### src/rtl/cnn_mem_pkg.sv
// Shared definitions for the CNN memory-side streaming blocks.
// Read-sequencer state encoding, RAM timing and default bus widths.
package cnn_mem_pkg;

  typedef enum logic [1:0] {
    StIdle,
    StFetch,
    StDrain
  } rd_state_e;

  // blk_mem_gen read port: douta is valid this many cycles after ena.
  localparam int unsigned RamRdLatency = 1;

  localparam int unsigned DefaultAddrW = 5;
  localparam int unsigned DefaultDataW = 8;

endpackage

### src/rtl/stream_fifo.sv
// Small synchronous FIFO with first-word-fall-through output and a registered count.
// A push while full is accepted only if a pop happens in the same cycle.
module stream_fifo #(
  parameter int unsigned Depth = 4,
  parameter int unsigned Width = 9,
  localparam int unsigned PtrW = (Depth > 1) ? $clog2(Depth) : 1,
  localparam int unsigned CntW = $clog2(Depth + 1)
) (
  input  logic            clk_i,
  input  logic            rst_i,
  input  logic            push_i,
  input  logic [Width-1:0] wdata_i,
  input  logic            pop_i,
  output logic [Width-1:0] rdata_o,
  output logic            valid_o,
  output logic [CntW-1:0] count_o
);

  localparam logic [PtrW-1:0] LastPtr = PtrW'(Depth - 1);

  logic [Width-1:0] mem_q [Depth];
  logic [PtrW-1:0]  wr_ptr_q, rd_ptr_q;
  logic [CntW-1:0]  count_q;
  logic             full, push_ok, pop_ok;

  function automatic logic [PtrW-1:0] ptr_inc(input logic [PtrW-1:0] p);
    return (p == LastPtr) ? '0 : PtrW'(p + 1);
  endfunction

  // Output is forced to zero while empty so the stream bus is quiet between bursts.
  always_comb begin
    full    = (count_q == CntW'(Depth));
    valid_o = (count_q != '0);
    pop_ok  = pop_i && valid_o;
    push_ok = push_i && (!full || pop_ok);
    rdata_o = valid_o ? mem_q[rd_ptr_q] : '0;
    count_o = count_q;
  end

  always_ff @(posedge clk_i or posedge rst_i) begin
    if (rst_i) begin
      wr_ptr_q <= '0;
      rd_ptr_q <= '0;
      count_q  <= '0;
    end else begin
      if (push_ok) wr_ptr_q <= ptr_inc(wr_ptr_q);
      if (pop_ok)  rd_ptr_q <= ptr_inc(rd_ptr_q);
      if (push_ok && !pop_ok) begin
        count_q <= CntW'(count_q + 1);
      end else if (pop_ok && !push_ok) begin
        count_q <= CntW'(count_q - 1);
      end
    end
  end

  always_ff @(posedge clk_i) begin
    if (push_ok) mem_q[wr_ptr_q] <= wdata_i;
  end

endmodule

### src/rtl/bram_stream_reader.sv
// Sweeps an address range of a single-port block RAM and presents the words as a
// valid/ready stream; reads are only issued when the output FIFO has a free slot.
module bram_stream_reader
  import cnn_mem_pkg::*;
#(
  parameter int unsigned ADDR_W     = DefaultAddrW,
  parameter int unsigned DATA_W     = DefaultDataW,
  parameter int unsigned FIFO_DEPTH = 4
) (
  input  logic              clock,
  input  logic              reset,
  input  logic              start,
  input  logic [ADDR_W-1:0] base_addr,
  input  logic [ADDR_W:0]   len,
  output logic              mem_en,
  output logic [ADDR_W-1:0] mem_addr,
  input  logic [DATA_W-1:0] mem_dout,
  output logic [DATA_W-1:0] out_data,
  output logic              out_valid,
  input  logic              out_ready,
  output logic              out_last,
  output logic              busy,
  output logic              done
);

  localparam int unsigned CntW = $clog2(FIFO_DEPTH + 1);

  rd_state_e               state_q, state_d;
  logic                    done_q, done_d;
  logic [ADDR_W-1:0]       cur_q, last_addr_q;
  logic [ADDR_W:0]         remaining_q;
  logic [RamRdLatency-1:0] rd_vld_q, rd_last_q;
  logic [CntW-1:0]         fifo_count;
  logic [DATA_W:0]         fifo_rdata;
  logic                    fifo_valid;
  logic                    issue, last_issue, credit_ok, pop;
  int unsigned             outstanding;

  // Credit check uses registered occupancy only; a pop this cycle frees a slot next cycle.
  always_comb begin
    outstanding = 32'(fifo_count);
    for (int i = 0; i < RamRdLatency; i++) begin
      outstanding += 32'(rd_vld_q[i]);
    end
    credit_ok  = (outstanding < FIFO_DEPTH);
    last_issue = (remaining_q == (ADDR_W + 1)'(1));
    pop        = fifo_valid && out_ready;
  end

  always_ff @(posedge clock or posedge reset) begin
    if (reset) begin
      state_q <= StIdle;
      done_q  <= 1'b0;
    end else begin
      state_q <= state_d;
      done_q  <= done_d;
    end
  end

  always_comb begin
    state_d = state_q;
    done_d  = 1'b0;
    unique case (state_q)
      StIdle: begin
        if (start) begin
          if (len == '0) done_d = 1'b1;
          else           state_d = StFetch;
        end
      end
      StFetch: begin
        if (issue && last_issue) state_d = StDrain;
      end
      StDrain: begin
        if (pop && out_last) begin
          state_d = StIdle;
          done_d  = 1'b1;
        end
      end
      default: state_d = StIdle;
    endcase
  end

  always_comb begin
    issue    = (state_q == StFetch) && credit_ok;
    busy     = (state_q != StIdle);
    done     = done_q;
    mem_en   = issue;
    mem_addr = issue ? cur_q : last_addr_q;
  end

  always_ff @(posedge clock or posedge reset) begin
    if (reset) begin
      cur_q       <= '0;
      last_addr_q <= '0;
      remaining_q <= '0;
      rd_vld_q    <= '0;
      rd_last_q   <= '0;
    end else begin
      if ((state_q == StIdle) && start) begin
        cur_q       <= base_addr;
        remaining_q <= len;
      end else if (issue) begin
        cur_q       <= ADDR_W'(cur_q + 1);
        remaining_q <= (ADDR_W + 1)'(remaining_q - 1);
        last_addr_q <= cur_q;
      end
      // Tracks reads in the RAM pipeline so returning data is tagged with its last flag.
      rd_vld_q[0]  <= issue;
      rd_last_q[0] <= issue && last_issue;
      for (int i = 1; i < RamRdLatency; i++) begin
        rd_vld_q[i]  <= rd_vld_q[i-1];
        rd_last_q[i] <= rd_last_q[i-1];
      end
    end
  end

  stream_fifo #(
    .Depth(FIFO_DEPTH),
    .Width(DATA_W + 1)
  ) u_fifo (
    .clk_i  (clock),
    .rst_i  (reset),
    .push_i (rd_vld_q[RamRdLatency-1]),
    .wdata_i({rd_last_q[RamRdLatency-1], mem_dout}),
    .pop_i  (pop),
    .rdata_o(fifo_rdata),
    .valid_o(fifo_valid),
    .count_o(fifo_count)
  );

  assign out_valid = fifo_valid;
  assign out_data  = fifo_rdata[DATA_W-1:0];
  assign out_last  = fifo_rdata[DATA_W];

endmodule

### config.mk
export PLATFORM = sky130hd
export DESIGN_NAME = bram_stream_reader
export DESIGN_NICKNAME = d
export VERILOG_FILES = /design/src/rtl/cnn_mem_pkg.sv /design/src/rtl/stream_fifo.sv /design/src/rtl/bram_stream_reader.sv
export SDC_FILE = /design/constraint.sdc
export NUM_CORES = 1
export LEC_CHECK = 0
export ABC_AREA = 1
export CAP_MARGIN = 15
export CORE_UTILIZATION = 50
export DETAILED_ROUTE_END_ITERATION = 12
export MAX_ROUTING_LAYER = met4
export PLACE_DENSITY_LB_ADDON = 0.3
export SETUP_SLACK_MARGIN = 0.3
export SLEW_MARGIN = 20
export SYNTH_ARGS = -nofsm -noshare
export SYNTH_HDL_FRONTEND = slang
export SYNTH_SLANG_ARGS = --single-unit
export TNS_END_PERCENT = 50
### constraint.sdc
create_clock -name clock -period 2.35 [get_ports clock]
set_input_delay 0.3525 -clock clock [delete_from_list [all_inputs] [get_ports clock]]
set_output_delay 0.3525 -clock clock [all_outputs]
set_load 0.005 [all_outputs]
After elaboration in Yosys (flattened, before gate mapping)

Memory sizes are Yosys's and may differ from the RTL's.
Index checks and enable logic that the tools add are counted.

Mux-type cells: 21
$add $sub $neg: 7
Reductions and logical operators: 20
Equal/unequal tests: 10
Order comparisons: 1

Operator list:

| cell                                                                  | number |
|---|---|
| 5-bit two-way mux                                                     | 3 |
| 2-bit two-way mux                                                     | 6 |
| 6-bit two-way mux                                                     | 2 |
| 1-bit logical AND                                                     | 9 |
| 9-bit two-way mux                                                     | 1 |
| 2-bit inequality test, second input constant                          | 4 |
| 2-bit equality test, second input constant                            | 3 |
| 6-bit by 1-bit equality test with 1-bit output, second input constant | 1 |
| 6-bit zero test                                                       | 1 |
| 3-bit two-way mux                                                     | 2 |
| 2-bit case mux with 3 select lines                                    | 1 |
| 2-bit nonzero test                                                    | 3 |
| 6-bit by 1-bit subtractor with 6-bit output, second input constant    | 1 |
| 5-bit by 1-bit adder with 5-bit output, second input constant         | 1 |
| 1-bit two-way mux                                                     | 5 |
| 2-bit by 1-bit adder with 2-bit output, second input constant         | 2 |
| 3-bit by 1-bit adder with 4-bit output                                | 1 |
| 4-bit by 3-bit < comparator with 1-bit output, second input constant  | 1 |
| 4-bit AND reduction                                                   | 1 |
| 3-bit by 1-bit adder with 3-bit output, second input constant         | 1 |
| 3-bit equality test, second input constant                            | 1 |
| 1-bit zero test                                                       | 3 |
| 3-bit nonzero test                                                    | 1 |
| 3-bit by 1-bit subtractor with 3-bit output, second input constant    | 1 |
| 4 further kinds                                                       | 4 |

Input bits: 23
Register bits after elaboration: 28
Memories kept: 1
Output and inout port bits: 18
Bits in writable memories: 36

Memory list:

| name         | words | width | rd ports | clocked after memory_dff | write ports | RTL line          | RTL |
|---|---|---|---|---|---|---|---|
| u_fifo.mem_q | 4     | 9     | 1        | 0                        | 1           | stream_fifo.sv:21 | `logic [Width-1:0] mem_q [Depth];` |

Depth between registers and ports, before layout

Gate-level depths: netlist (run 1).

Depth in word-level cells: 9
Gate-level depth with buffers: 11

By module

From an unflattened synthesis (run 1), not the netlist that was laid out.

Cells, all modules: 373
Area, all modules: 3233.1 µm²

Modules (own cells, without submodules):

| module             | sequential area each (µm²) | area an instance (µm²) | times used | cells each |
|---|---|---|---|---|
| stream_fifo        | 1256.2                     | 1979.4                 | 1          | 201 |
| bram_stream_reader | 525.5                      | 1253.7                 | 1          | 172 |

Worst setup path after synthesis (run 1)

No wires, ideal clock.

Kind: register -> register
Start: register u_fifo.count_q[0], in the netlist u_fifo.count_o[0]
End: register u_fifo.count_q[2], in the netlist u_fifo.count_o[2]
Data arrival time: 1.681 ns
Cell stages (with the launch flop): 10
Setup time: 0.131 ns
Buffers on the path: 0
Period minus slack after synthesis: 1.812 ns
Setup slack: 0.538 ns
Cells stage by stage: dfrtp_1 > nor2_1 > nand2_2 > nand2_1 > ha_1 > inv_1 > fa_1 > a21oi_1 > o21ai_0 > xor2_1

Cells in the longest elaborated chain, start to end: 8

RTL lines:

| element                             | RTL line                 | RTL |
|---|---|---|
| start: declaration                  | stream_fifo.sv:23        | `logic [CntW-1:0] count_q;` |
| start signal: assignment            | stream_fifo.sv:49        | `count_q <= CntW'(count_q + 1);` |
| start signal: assignment            | stream_fifo.sv:51        | `count_q <= CntW'(count_q - 1);` |
| 3-bit nonzero test (*)              | stream_fifo.sv:33        | `valid_o = (count_q != '0);` |
| via out_valid                       | bram_stream_reader.sv:19 | `output logic out_valid,` |
| 1-bit logical AND                   | bram_stream_reader.sv:47 | `pop = fifo_valid && out_ready;` |
| 1-bit logical AND (*)               | stream_fifo.sv:34        | `pop_ok = pop_i && valid_o;` |
| 1-bit logical OR                    | stream_fifo.sv:35        | `push_ok = push_i && (!full \|\| pop_ok);` |
| 1-bit logical AND                   | stream_fifo.sv:35        |  |
| 1-bit zero test                     | stream_fifo.sv:50        | `end else if (pop_ok && !push_ok) begin` |
| 1-bit logical AND                   | stream_fifo.sv:50        |  |
| 2-bit nonzero test (no source line) | -                        |  |

Mark *: on every way through the listed nets, which the timed path passes. The rest lies on a longest branch. The select of a mux whose other input is x is not followed.
A chain may end at the register's enable or synchronous reset.

Final worst setup path (run 1)

Start: register u_fifo.rd_ptr_q[0]
End: output port out_data[4]

Cells in the longest elaborated chain, start to end: 2

RTL lines:

| element                  | RTL line                 | RTL |
|---|---|---|
| start: declaration       | stream_fifo.sv:22        | `logic [PtrW-1:0] wr_ptr_q, rd_ptr_q;` |
| start signal: assignment | stream_fifo.sv:47        | `if (pop_ok) rd_ptr_q <= ptr_inc(rd_ptr_q);` |
| memory 4 x 9 bit         | -                        |  |
| 9-bit two-way mux        | stream_fifo.sv:36        | `rdata_o = valid_o ? mem_q[rd_ptr_q] : '0;` |
| end: declaration         | bram_stream_reader.sv:18 | `output logic [DATA_W-1:0] out_data,` |

No other way between the ends.

==> metrics.yaml, run 1 <==
antenna_found_initial: 0
critPathTopFamily: "buffers and inverters"
cts_inserted_buffers: 9
grt_max_degree: 29
power_mw: 5.41
critPathArrivalTime_ns: 1.88
drt.antenna.violating_nets: 0
viasPerCell: 5.19
fmax_mhz: 449
drt_first_pass_iters: 4
route.detailed.drc: 0
setup_ws_ns: 0.122
p_leak_nw: 1.72
layout_common_cells: "56 x nand2_1, 49 x nor2_1, 36 x edfxtp_1, 30 x clkdlybuf4s50_1, 25 x dfrtp_1"
crit_required_ns: 2.00
clock_latency_ns: 0.35
worst_pin_slew_ns: 0.365
fillers: 408
yosys_warnings: 0
crit_type: "reg2out"
place.detailed.hpwl_um: 4130
initial_utilization_pct: 53.4
crit_slowest_cell: "clkdlybuf4s50_1"
critPathMaxFanout: 10
max_slew_margin_pct: 75.6
max_stage_delay_ns: 0.51
cts_hold_buf: 0
die_h_um: 79.6
ir_drop_mv: 0.945
fin_skew_ns: 0.00752
fin_crit_ns: 2.23
final_common_cell: "nand2_1"
cellPowerDensity_mw_per_mm2: 1390
hold_slack_ns: 0.367
grt_pass1_wl_um: 10300
drv_slew: 0
startpoint_type: "flop"
die_area_mm2: 0.00634
clock-sinks: 64
routed_wl_um: 6400
vias: 2331
outcome: "completed"
fp-row-count: 27
cap_viol_max_count: 0
clock_path_buffers: 2
path_buf_inv: 3
port_buffers: 40
final_hold_viol_count: 0
diodes: 0
drt-initial-drc-count: 124
cts-root-buf: "clkbuf_8"
fin_cells: 449
netlist_instances: 304
crit_top_cell: "nor2_1"
tns_ns: 0
ioPinCount: 41
drt-wirelength-per-cell_um: 14.2
die_w_um: 79.6
area_growth_syn_to_layout_pct: 29.1
path_clk_slew_ns: 0.07
dp_cells: 419
drive_gt1_share_pct: 18.3
yosys_register_bits: 64
crit_chain: "buf_12, buf_16, nor2_1, nor2_1, o21ai_0, a21oi_1, clkdlybuf4s50_1"
cts_tree: "yes"
place_ws_ns: 0.116
rsz0062_at_grt: "yes"
place_congestion: 0.807
cp-end-kind: "output port"
holdCritPathClass: "in2async"
cts_max_level: 3
min_period_over_period_pct: 94.8
grt.total_usage_pct: 23.0
yosysSeqAreaShare_pct: 59.2
syn_nets: 337
first_global_vias: 2220
synth.avg_cell_area_um2: 9.90
overflow: 0
nNetsFinal: 405
finalSetupViolations: 0
synthesis.area_mm2: 0.00301
core_mm2: 0.00564
yosysUniqueCellTypes: 25
## state kept, by name (all words and copies together), names as in the netlist
name,count
u_fifo.mem_q,36
remaining_q,6
cur_q,5
last_addr_q,5
u_fifo.count_o,3
state_q,2
u_fifo.rd_ptr_q,2
u_fifo.wr_ptr_q,2
done,1
rd_last_q,1
rd_vld_q,1
## cell usage after synthesis
| cell | n | share of area (%) |
|---|---|---|
| inv_1 | 23 | 2.9 |
| inv_2 | 4 | 0.50 |
| nor2_1 | 49 | 6.1 |
| nand3_1 | 21 | 3.5 |
| a21oi_1 | 10 | 1.7 |
| xnor2_1 | 1 | 0.29 |
| clkbuf_2 | 1 | 0.17 |
| inv_4 | 1 | 0.21 |
| nand3_2 | 2 | 0.67 |
| dfrtp_1 | 28 | 23 |
| nand2_1 | 59 | 7.4 |
| o21ai_0 | 23 | 3.8 |
| nand4_1 | 5 | 1.0 |
| nand2_2 | 4 | 0.83 |
| xor2_1 | 5 | 1.5 |
| nor2_4 | 2 | 0.75 |
| buf_6 | 4 | 1.5 |
| ha_1 | 9 | 3.7 |
| o21ai_1 | 5 | 0.83 |
| buf_4 | 2 | 0.50 |
| nand2_4 | 1 | 0.37 |
| o21ai_2 | 4 | 1.2 |
| fa_1 | 1 | 0.67 |
| edfxtp_1 | 36 | 36 |
| nor2_2 | 4 | 0.83 |
## tightest hold or removal path, cell delays in order
cell	delay, ns
clkdlybuf4s50_1	0.39
inv_1	0.05
buf_4	0.33
## metrics by stage
stage | utilization (%) | cell area [µm²]
after floorplan | - | 3010
after global placement | 62.2 | 3510
after detailed placement | 62.2 | 3510
after CTS | 67.8 | 3820
after global routing | 68.9 | 3890
final | 68.9 | 3890
## path summary, 6_finish.rpt
kind	start	endpoint	slack [ns]	cells after the start
min in group clock	last_addr_q[4]$_DFFE_PP0N_	last_addr_q[4]$_DFFE_PP0N_	0.47	2
setup / recovery	u_fifo.rd_ptr_q[0]$_DFFE_PP0P_	out_data[4]	0.12	7
hold reg to reg	last_addr_q[4]$_DFFE_PP0N_	last_addr_q[4]$_DFFE_PP0N_	0.47	2
hold / removal	reset	last_addr_q[3]$_DFFE_PP0N_	0.37	3
setup reg to reg	u_fifo.count_o[0]$_DFFE_PP0P_	u_fifo.count_o[2]$_DFFE_PP0P_	0.37	9
max in group asynchronous	reset	u_fifo.count_o[0]$_DFFE_PP0P_	1.69	3
## cells by family after synthesis
| group | after synthesis | synth area share (%) |
|---|---|---|
| compound gates | 42 | 7.48 |
| simple gates | 147 | 21.4 |
| xor+xnor | 6 | 1.75 |
| fa+ha+maj | 10 | 4.41 |
| flops | 64 | 59.2 |
| buf+inv | 35 | 5.74 |
## per-layer routing
metal  vias up  track usage, %  wire, µm
li1       1146               -         -
met1      1129            28.2      2840
met2        44            36.4      3190
met3        12            3.89       225
met4         0            12.9       149
met5         -               -         0
## timing repair
action,CTS,global route
setup buffers,8,4
endpoints found under the setup margin,15,14
cloned,2,0
pin swaps,3,3
gates resized for setup,19,9
## power breakdown
part           internal, mW  total, mW  leakage (nW)  switching, mW
sequential             1.56       1.79         0.671          0.234
combinational          1.26       2.71         0.956           1.45
clock                 0.484      0.908        0.0937          0.424
## area by class of cell
type	instances	area [µm²]	area share [%]
flip-flops and latches	64	1790	45.9
multi-input cells	206	1090	28.0
repair buffers	63	623	16.0
clock buffers	10	128	3.28
inverters	28	110	2.83
well taps	72	90.1	2.32
clock inverters	6	60.1	1.55
(Power assumes the default switching activity.)
==> run 2: changes to the inputs <==
--- a/config.mk
+++ b/config.mk
@@ -9,7 +9,6 @@
 export CAP_MARGIN = 15
 export CORE_UTILIZATION = 50
 export DETAILED_ROUTE_END_ITERATION = 12
-export MAX_ROUTING_LAYER = met4
 export PLACE_DENSITY_LB_ADDON = 0.3
 export SETUP_SLACK_MARGIN = 0.3
 export SLEW_MARGIN = 20
==> run 2 against run 1 <==
  * Worst setup slack improved by 0.0080 ns
  * Design area did not move
  * Global-route usage fell by 0.66 points
==> metrics.yaml, run 2 (synthesis gave the netlist of run 1 again) <==
cts_inserted_buffers: 9  # unchanged
ir_drop_mv: 0.942  # was 0.945 mV
critPathArrivalTime_ns: 1.87  # was 1.88 ns
fin_cells: 449  # unchanged
die_area_mm2: 0.00634  # unchanged
fin_skew_ns: 0.00810  # was 0.00752 ns
place.detailed.hpwl_um: 4130  # unchanged
fin_crit_ns: 2.22  # was 2.23 ns
vias: 2352  # was 2,331
diodes: 0  # unchanged
max_slew_margin_pct: 75.7  # was 75.6%
core_mm2: 0.00564  # unchanged
cts_max_level: 3  # unchanged
clock-sinks: 64  # unchanged
place_congestion: 0.796  # was 0.807
cellPowerDensity_mw_per_mm2: 1390  # about the same
fp-row-count: 27  # unchanged
cts_hold_buf: 0  # unchanged
final_common_cell: "nand2_1"  # unchanged
drt.antenna.violating_nets: 0  # unchanged
min_period_over_period_pct: 94.5  # was 94.8%
top_register: "u_fifo.mem_q"  # unchanged
ioPinCount: 41  # unchanged
cts-root-buf: "clkbuf_8"  # unchanged
layout_common_cells: "56 x nand2_1, 49 x nor2_1, 36 x edfxtp_1, 30 x clkdlybuf4s50_1, 25 x dfrtp_1"  # unchanged
nNetsFinal: 405  # unchanged
cap_viol_max_count: 0  # unchanged
dp_cells: 419  # unchanged
port_buffers: 40  # unchanged
cp-end-kind: "output port"  # unchanged
reg_top3: "u_fifo.mem_q (36), remaining_q (6)"  # unchanged
fmax_mhz: 450  # was 449 MHz
worst_pin_slew_ns: 0.365  # about the same
grt_max_degree: 29  # unchanged
drt-initial-drc-count: 127  # was 124
crit_type: "reg2out"  # unchanged
startpoint_type: "flop"  # unchanged
path_clk_slew_ns: 0.07  # about the same
place_ws_ns: 0.116  # unchanged
multi_input_area_mm2: 0.00109  # unchanged
overflow: 0  # unchanged
crit_required_ns: 2.00  # about the same
drv_slew: 0  # unchanged
holdCritPathClass: "in2async"  # unchanged
p_leak_nw: 1.72  # unchanged
routed_wl_um: 6380  # was 6400 µm
power_mw: 5.40  # was 5.41 mW
register_area_mm2: 0.00179  # unchanged
fillers: 408  # unchanged
finalSetupViolations: 0  # unchanged
drt_first_pass_iters: 4  # unchanged
critPathMaxFanout: 10  # unchanged
clock_latency_ns: 0.35  # about the same
first_global_vias: 2223  # was 2,220
drive_gt1_share_pct: 18.3  # unchanged
rrSetupSlack_ns: 0.37  # about the same
grt.total_usage_pct: 22.4  # was 23.0%
cts_tree: "yes"  # unchanged
final_hold_viol_count: 0  # unchanged
initial_utilization_pct: 53.4  # unchanged
viasPerCell: 5.24  # was 5.19
largest_reg_flops: 36  # unchanged
antenna_found_initial: 0  # unchanged
outcome: "completed"  # unchanged
area_growth_syn_to_layout_pct: 29.1  # unchanged
rsz0062_at_grt: "yes"  # unchanged
tns_ns: 0  # unchanged
r2r_cells: 9  # unchanged
grt_pass1_wl_um: 10300  # about the same
drt-wirelength-per-cell_um: 14.2  # about the same
setup_ws_ns: 0.130  # was 0.122 ns
route.detailed.drc: 0  # unchanged
die_h_um: 79.6  # unchanged
clock_path_buffers: 2  # unchanged
die_w_um: 79.6  # unchanged
[run 2: cell counts in the layout (fill, tap and decap cells not counted)]
Identical to the previous run, type by type.
[run 2: critical path: stages (launching register included)]
cell and delay [ns]:
dfrtp_2 0.44, buf_12 0.12, buf_16 0.12, nor2_1 0.05, nor2_1 0.07, o21ai_0 0.08
a21oi_1 0.14, clkdlybuf4s50_1 0.50
[run 2: repair_timing]
action | CTS | global route
setup buffers | 8 | 4
endpoints found under the setup margin | 15 | 14
gates cloned | 2 | 0
resized for setup | 19 | 9
pin swaps | 3 | 3
[run 2: per-stage QoR]
step | hold WS (ns) | area (µm²) | utilization, %
floorplan | 0.418 | 3010 | -
global placement | 0.451 | 3510 | 62.2
detailed placement | 0.459 | 3510 | 62.2
CTS | 0.371 | 3820 | 67.8
global route | 0.439 | 3890 | 68.9
finish | 0.369 | 3890 | 68.9
[run 2: cell type report]
type,count,area share [%]
clock buffers,10,3.28
clock inverters,6,1.55
inverters,28,2.83
multi-input cells,206,28.0
flip-flops and latches,64,45.9
well taps,72,2.32
repair buffers,63,16.0
[run 2: worst paths after layout]
check | startpoint | to
min in group clock | last_addr_q[4]$_DFFE_PP0N_ | last_addr_q[4]$_DFFE_PP0N_
worst max-delay path | u_fifo.rd_ptr_q[0]$_DFFE_PP0P_ | out_data[4]
worst min register to register | last_addr_q[4]$_DFFE_PP0N_ | last_addr_q[4]$_DFFE_PP0N_
max in group asynchronous | reset | u_fifo.count_o[0]$_DFFE_PP0P_
worst max register to register | u_fifo.count_o[0]$_DFFE_PP0P_ | u_fifo.count_o[2]$_DFFE_PP0P_
worst min-delay path | reset | last_addr_q[3]$_DFFE_PP0N_
[run 2: power breakdown]
part	leakage [nW]	switching, mW	internal, mW	total, mW
registers	0.671	0.234	1.56	1.79
clock network	0.0937	0.420	0.484	0.903
logic	0.956	1.45	1.26	2.71
[run 2: per-layer routing]
layer / global-route usage, % / part of all wire [%] / up-vias
li1: - / - / 1147
met1: 27.9 / 44 / 1152
met4: 12.9 / 2.8 / 0
met5: 0 / 0 / -
met2: 36.4 / 50 / 39
met3: 4.11 / 2.5 / 14
==> run 3: changes to the inputs <==
--- a/config.mk
+++ b/config.mk
@@ -11,6 +11,7 @@
 export DETAILED_ROUTE_END_ITERATION = 12
 export PLACE_DENSITY_LB_ADDON = 0.3
 export SETUP_SLACK_MARGIN = 0.3
+export SKIP_LAST_GASP = 1
 export SLEW_MARGIN = 20
 export SYNTH_ARGS = -nofsm -noshare
 export SYNTH_HDL_FRONTEND = slang
==> results of run 3 <==
Same layout as run 2: the final DEF is identical, and so are final timing and power.
